### config.mk
export PLATFORM = sky130hd
export DESIGN_NAME = shtp_report_parser
export DESIGN_NICKNAME = d
export VERILOG_FILES = /design/src/rtl/shtp_report_parser.sv
export SDC_FILE = /design/constraint.sdc
export NUM_CORES = 1
export LEC_CHECK = 0
export CAP_MARGIN = 20
export CELL_PAD_IN_SITES_DETAIL_PLACEMENT = 1
export CELL_PAD_IN_SITES_GLOBAL_PLACEMENT = 1
export CORE_MARGIN = 4
export CORE_UTILIZATION = 40
export CTS_CLUSTER_DIAMETER = 40
export DETAILED_ROUTE_END_ITERATION = 8
export GPL_TIMING_DRIVEN = 0
export PLACE_DENSITY_LB_ADDON = 0.1
export SYNTH_ARGS = -nofsm -noshare
export SYNTH_HDL_FRONTEND = slang
export SYNTH_SLANG_ARGS = --single-unit
### constraint.sdc
create_clock -name clk -period 7.1 [get_ports clk]
set_input_delay 0.71 -clock clk [delete_from_list [all_inputs] [get_ports clk]]
set_output_delay 0.71 -clock clk [all_outputs]
set_load 0.01 [all_outputs]
### src/rtl/shtp_report_parser.sv
// Parses SHTP input-report packets arriving as a byte stream into rotation-vector and gyro sample groups.
// Define SHTP_SEQ_CHECK_EN to enable header sequence-number checking on DATA_CHAN.
module shtp_report_parser #(
  parameter int         OUT_W     = 16,
  parameter logic [7:0] DATA_CHAN = 8'd3,
  parameter logic [7:0] ROTV_ID   = 8'h05,
  parameter logic [7:0] GYRO_ID   = 8'h02
) (
  input  logic                    clk,
  input  logic                    rst_n,
  input  logic                    pkt_start,
  input  logic                    byte_valid,
  input  logic [7:0]              byte_data,
  input  logic                    pkt_end,
  output logic                    quat_valid,
  output logic signed [OUT_W-1:0] quat_w,
  output logic signed [OUT_W-1:0] quat_x,
  output logic signed [OUT_W-1:0] quat_y,
  output logic signed [OUT_W-1:0] quat_z,
  output logic                    gyro_valid,
  output logic signed [OUT_W-1:0] gyro_x,
  output logic signed [OUT_W-1:0] gyro_y,
  output logic signed [OUT_W-1:0] gyro_z,
  output logic                    len_err,
  output logic                    seq_err,
  output logic [15:0]             pkt_count
);
  typedef enum logic [2:0] {IDLE, HDR, TBASE, RPT_HDR, FIELDS, SKIP} state_t;

  state_t      r_state, w_state_nxt;
  logic [3:0]  r_idx, w_idx_nxt;
  logic [14:0] r_len, r_rem, w_rem_nxt;
  logic [7:0]  r_chan, r_id, r_lo;
  logic        r_is_data;
  logic [15:0] r_f0, r_f1, r_f2, r_f3;
  logic        w_take, w_hdr_done, w_commit, w_count, w_len_err;
  logic [3:0]  w_last_fld;

  // Sign-extend then shift left so the Q scaling of the 16-bit field is kept
  function automatic logic signed [OUT_W-1:0] to_out(input logic [15:0] v);
    logic signed [OUT_W-1:0] ext;
    ext = OUT_W'($signed(v));
    return ext <<< (OUT_W - 16);
  endfunction

  assign w_take     = byte_valid && !pkt_start && !pkt_end;
  assign w_last_fld = (r_id == ROTV_ID) ? 4'd9 : 4'd5;

  always_comb begin
    w_state_nxt = r_state;
    w_idx_nxt   = r_idx;
    w_rem_nxt   = r_rem;
    w_hdr_done  = 1'b0;
    w_commit    = 1'b0;
    w_count     = 1'b0;
    w_len_err   = 1'b0;
    if (pkt_start) begin
      w_state_nxt = HDR;
      w_idx_nxt   = '0;
      w_rem_nxt   = '0;
    end else if (pkt_end) begin
      w_state_nxt = IDLE;
      w_len_err   = r_is_data && (r_rem != '0) && (r_state inside {TBASE, RPT_HDR, FIELDS});
    end else if (byte_valid) begin
      case (r_state)
        HDR: begin
          w_idx_nxt = r_idx + 4'd1;
          if (r_idx == 4'd3) begin
            w_hdr_done = 1'b1;
            w_idx_nxt  = '0;
            if (r_len < 15'd5 || r_chan != DATA_CHAN) begin
              w_state_nxt = SKIP;
            end else begin
              w_state_nxt = RPT_HDR;
              w_rem_nxt   = r_len - 15'd4;
            end
          end
        end
        TBASE, RPT_HDR, FIELDS: begin
          w_idx_nxt = r_idx + 4'd1;
          w_rem_nxt = r_rem - 15'd1;
          if (r_state == TBASE) begin
            if (r_idx == 4'd3) begin
              w_state_nxt = RPT_HDR;
              w_idx_nxt   = '0;
            end
          end else if (r_state == RPT_HDR) begin
            if (r_idx == 4'd0 && byte_data == 8'hFB) begin
              w_state_nxt = TBASE;
              w_idx_nxt   = '0;
            end else if (r_idx == 4'd3) begin
              w_idx_nxt   = '0;
              w_state_nxt = (r_id == ROTV_ID || r_id == GYRO_ID) ? FIELDS : SKIP;
            end
          end else if (r_idx == w_last_fld) begin
            w_commit    = 1'b1;
            w_state_nxt = RPT_HDR;
            w_idx_nxt   = '0;
          end
          // Packet length exhausted: later bytes up to pkt_end are ignored
          if (r_rem == 15'd1) begin
            w_state_nxt = IDLE;
            w_count     = 1'b1;
          end
        end
        SKIP: begin
          if (r_is_data) begin
            w_rem_nxt = r_rem - 15'd1;
            if (r_rem == 15'd1) begin
              w_state_nxt = IDLE;
              w_count     = 1'b1;
            end
          end
        end
        default: ;
      endcase
    end
  end

  always_ff @(posedge clk) begin
    if (!rst_n) begin
      r_state <= IDLE;
      r_idx   <= '0;
      r_rem   <= '0;
    end else begin
      r_state <= w_state_nxt;
      r_idx   <= w_idx_nxt;
      r_rem   <= w_rem_nxt;
    end
  end

  always_ff @(posedge clk) begin
    if (!rst_n) begin
      r_len      <= '0;
      r_chan     <= '0;
      r_id       <= '0;
      r_lo       <= '0;
      r_is_data  <= 1'b0;
      r_f0       <= '0;
      r_f1       <= '0;
      r_f2       <= '0;
      r_f3       <= '0;
      quat_valid <= 1'b0;
      gyro_valid <= 1'b0;
      quat_w     <= '0;
      quat_x     <= '0;
      quat_y     <= '0;
      quat_z     <= '0;
      gyro_x     <= '0;
      gyro_y     <= '0;
      gyro_z     <= '0;
      len_err    <= 1'b0;
      pkt_count  <= '0;
    end else begin
      quat_valid <= 1'b0;
      gyro_valid <= 1'b0;
      len_err    <= w_len_err;
      if (pkt_start) r_is_data <= 1'b0;
      if (w_hdr_done) r_is_data <= (w_state_nxt == RPT_HDR);
      if (w_take && r_state == HDR) begin
        case (r_idx)
          4'd0:    r_len[7:0]  <= byte_data;
          4'd1:    r_len[14:8] <= byte_data[6:0];
          4'd2:    r_chan      <= byte_data;
          default: ;
        endcase
      end
      if (w_take && r_state == RPT_HDR && r_idx == 4'd0) r_id <= byte_data;
      if (w_take && r_state == FIELDS) begin
        if (!r_idx[0]) begin
          r_lo <= byte_data;
        end else begin
          case (r_idx[3:1])
            3'd0:    r_f0 <= {byte_data, r_lo};
            3'd1:    r_f1 <= {byte_data, r_lo};
            3'd2:    r_f2 <= {byte_data, r_lo};
            3'd3:    r_f3 <= {byte_data, r_lo};
            default: ;
          endcase
        end
      end
      // Whole group is published together on the edge that takes the last field byte
      if (w_commit) begin
        if (r_id == ROTV_ID) begin
          quat_x     <= to_out(r_f0);
          quat_y     <= to_out(r_f1);
          quat_z     <= to_out(r_f2);
          quat_w     <= to_out(r_f3);
          quat_valid <= 1'b1;
        end else begin
          gyro_x     <= to_out(r_f0);
          gyro_y     <= to_out(r_f1);
          gyro_z     <= to_out({byte_data, r_lo});
          gyro_valid <= 1'b1;
        end
      end
      if (w_count) pkt_count <= pkt_count + 16'd1;
    end
  end

`ifdef SHTP_SEQ_CHECK_EN
  logic [7:0] r_seq;
  logic       r_seq_vld;

  always_ff @(posedge clk) begin
    if (!rst_n) begin
      r_seq     <= '0;
      r_seq_vld <= 1'b0;
      seq_err   <= 1'b0;
    end else begin
      seq_err <= 1'b0;
      if (w_hdr_done && r_chan == DATA_CHAN) begin
        seq_err   <= r_seq_vld && (byte_data != r_seq + 8'd1);
        r_seq     <= byte_data;
        r_seq_vld <= 1'b1;
      end
    end
  end
`else
  assign seq_err = 1'b0;
`endif

endmodule

==> metrics.cfg <==
[status]
status = complete, no violations

[drt]
num_vias = 9500
dr.pass1.iters = 4
ant_nets = 0
routed_wirelength_um = 34900
detail_route.wl_per_cell_um = 19.3
via_per_inst = 5.26
drc_errors = 0
drt_iter0_markers = 366

[cts]
cts_tree = yes
numClockSinks = 257
cts_made_buffers = 41
cts_buffer_depth = 3
post_cts_buffers = 0
clock_latency_ns = 0.52
root_buffer = clkbuf_16
ctsResizeCount = 0
clkTransAtPathRegs_ns = 0.06
h-tree-depth = 2
cts.hold.buffers_added = 0

[logic_synthesis]
synth.avg_cell_area_um2 = 8.77
yosysUniqueCellTypes = 62
synth-simple-area-share = 0.241
ys_seq_area_frac = 0.470
synth_nets = 1272
synth_seq_cells = 257
synth_edf_count = 0
synth-compound-area-share = 0.160
synth-adder-area-share = 0.0103
yosys_warnings = 0
synth_top_family_by_area = simple AND/OR/NAND/NOR gates
synth-xor-area-share = 0.0255
async_flop_share = 0
syn_area_um2 = 11000
synth.area.mux_share = 0.0539
netlist_instances = 1250
yosys_most_used_dff = dfxtp_1

[worst_hold_path]
hp-start = quat_y[10]
hold_depth = 2
hold_class = reg -> reg

[pwr]
p_per_area_nw_per_um2 = 263
ir_worst_vdd_mv = 0.145
leakage_nw = 4.99

[setup_path]
crit_fanout = 10
cp-start-kind = flop
crit_required_ns = 7.49
crit_start = r_id[3]
critPathKind = reg -> reg
r2r-start = r_id[3]
r2r_cells = 7
cp-end-kind = flop
cp_data_arrival_time_ns = 3.65

[die]
die_area_um2 = 30100
rows = 60
initial_core_util = 0.407
dieWidth_um = 174
io_pins = 145
core_area_um2 = 27000
die_h_um = 174

[final_layout]
antenna_cells = 0
synthToLayoutAreaGrowth_pct = 30.8
final_util = 0.532
final_common_cell = nand2_1
layout_common_cells = nand2_1 (346), dfxtp_1 (257), clkdlybuf4s50_1 (142), a21boi_0 (90), a21boi_1 (70)
drive_above_1_share = 0.0859
final_nets = 1457

[global_routing]
grt_max_degree = 13
grt_first_pass_wirelength_um = 55800
gr-total-overflow = 0
antenna_found_initial = 0
grt_pass1_vias = 10100
track_usage = 0.229

[timing]
slew_viol_final = 0
finalSetupTns_ns = 0
max_slew_margin = 0.310
clock.fmax_mhz = 307
worst_pin_slew_ns = 1.03
fin_worst_skew_ns = 0.0150
setup_viol = 0
rsz0062_at_grt = no
finalCritPeriodShare = 0.458
setup_ws_ns = 3.85
fin_crit_ns = 3.25
hold_viol = 0

[place]
portBuffers = 142
hpwl_um = 24000
place_worst_setup_slack_ns = 3.62
gp_congestion = 0.821

[flow_run]
drv_cap = 0

## worst max-delay path: stages, from the launching register on
cell and delay [ns]:
dfxtp_1 0.32, nor4_2 0.34, nor3b_4 0.39, mux2i_1 0.62, nand4_1 0.75, buf_2 0.47, nand2_1 0.12, a21boi_0 0.11
## cell usage after synthesis (5+ instances only)
library cell	count	area (um^2)
a21oi_1	17	85.1
inv_1	12	45.0
nor2_1	28	105
xnor2_1	21	184
buf_2	22	110
nand4_1	12	75.1
a21boi_0	90	676
nor4_1	6	37.5
mux2i_1	59	591
o32ai_1	5	43.8
clkbuf_1	54	203
dfxtp_1	257	5140
o31ai_1	6	45.0
nand3_1	20	100
xor2_1	9	78.8
and3_1	5	31.3
a21boi_1	70	526
buf_4	5	37.5
nor2b_1	61	382
and2_1	24	150
nand2_1	346	1300
o21ai_0	23	115
o211ai_1	9	67.6
nor3_1	12	60.1
ha_1	9	113
## final timing paths
path	to	slack [ns]
min	quat_y[10]	0.45
max	quat_w[15]	3.85
max reg2reg	quat_w[15]	3.85
min reg2reg	quat_y[10]	0.45
## where the power goes
part | switching (mW) | internal [mW]
Combinational | 0.0805 | 0.0458
Sequential | 0.00406 | 1.45
Clock | 0.742 | 1.46
## cell type report
cell class	count	area [um^2]
clock buffers	49	1150
clock inverters	25	378
inverters	12	45.0
flip-flops and latches	257	5140
multi-input cells	896	5380
plain buffers	85	388
fillers	3135	12600
repair buffers	142	1420
well taps	341	427
## flip-flops by register name (all words and copies together) (netlist names), 3 cells and up
name       cells
gyro_x        16
gyro_y        16
gyro_z        16
pkt_count     16
quat_w        16
quat_x        16
quat_y        16
quat_z        16
r_chan         8
r_f0          16
r_f1          16
r_f2          16
r_f3          16
r_id           8
r_idx          4
r_len         15
r_lo           8
r_rem         15
r_state        3
## cell families after synthesis
family / Yosys count
simple gates: 553
flops: 257
compound gates: 243
buf+inv: 97
mux: 59
xor+xnor: 31
fa+ha+maj: 9
other cells: 1
## metrics by stage
stage | cell area, um^2 | hold slack, ns | instances | total power [mW]
2_1_floorplan | 11000 | 0.430 | 1250 | 1.56
3_3_place_gp | 12800 | 0.443 | 1733 | 1.60
3_5_place_dp | 12800 | 0.448 | 1733 | 1.61
4_1_cts | 14300 | 0.457 | 1807 | 3.81
5_1_grt | 14300 | 0.464 | 1807 | 3.89
6_report | 14300 | 0.453 | 1807 | 3.78
## routing by layer
metal / vias up / share of wire / wire length, um / track usage
li1: 4601 / - / - / -
met1: 4594 / 0.45 / 15700 / 0.294
met2: 224 / 0.46 / 16100 / 0.382
met3: 81 / 0.056 / 1960 / 0.0467
met4: 0 / 0.033 / 1170 / 0.0801
met5: - / 0 / 0 / 0
Power figures use the tool's default switching activity.
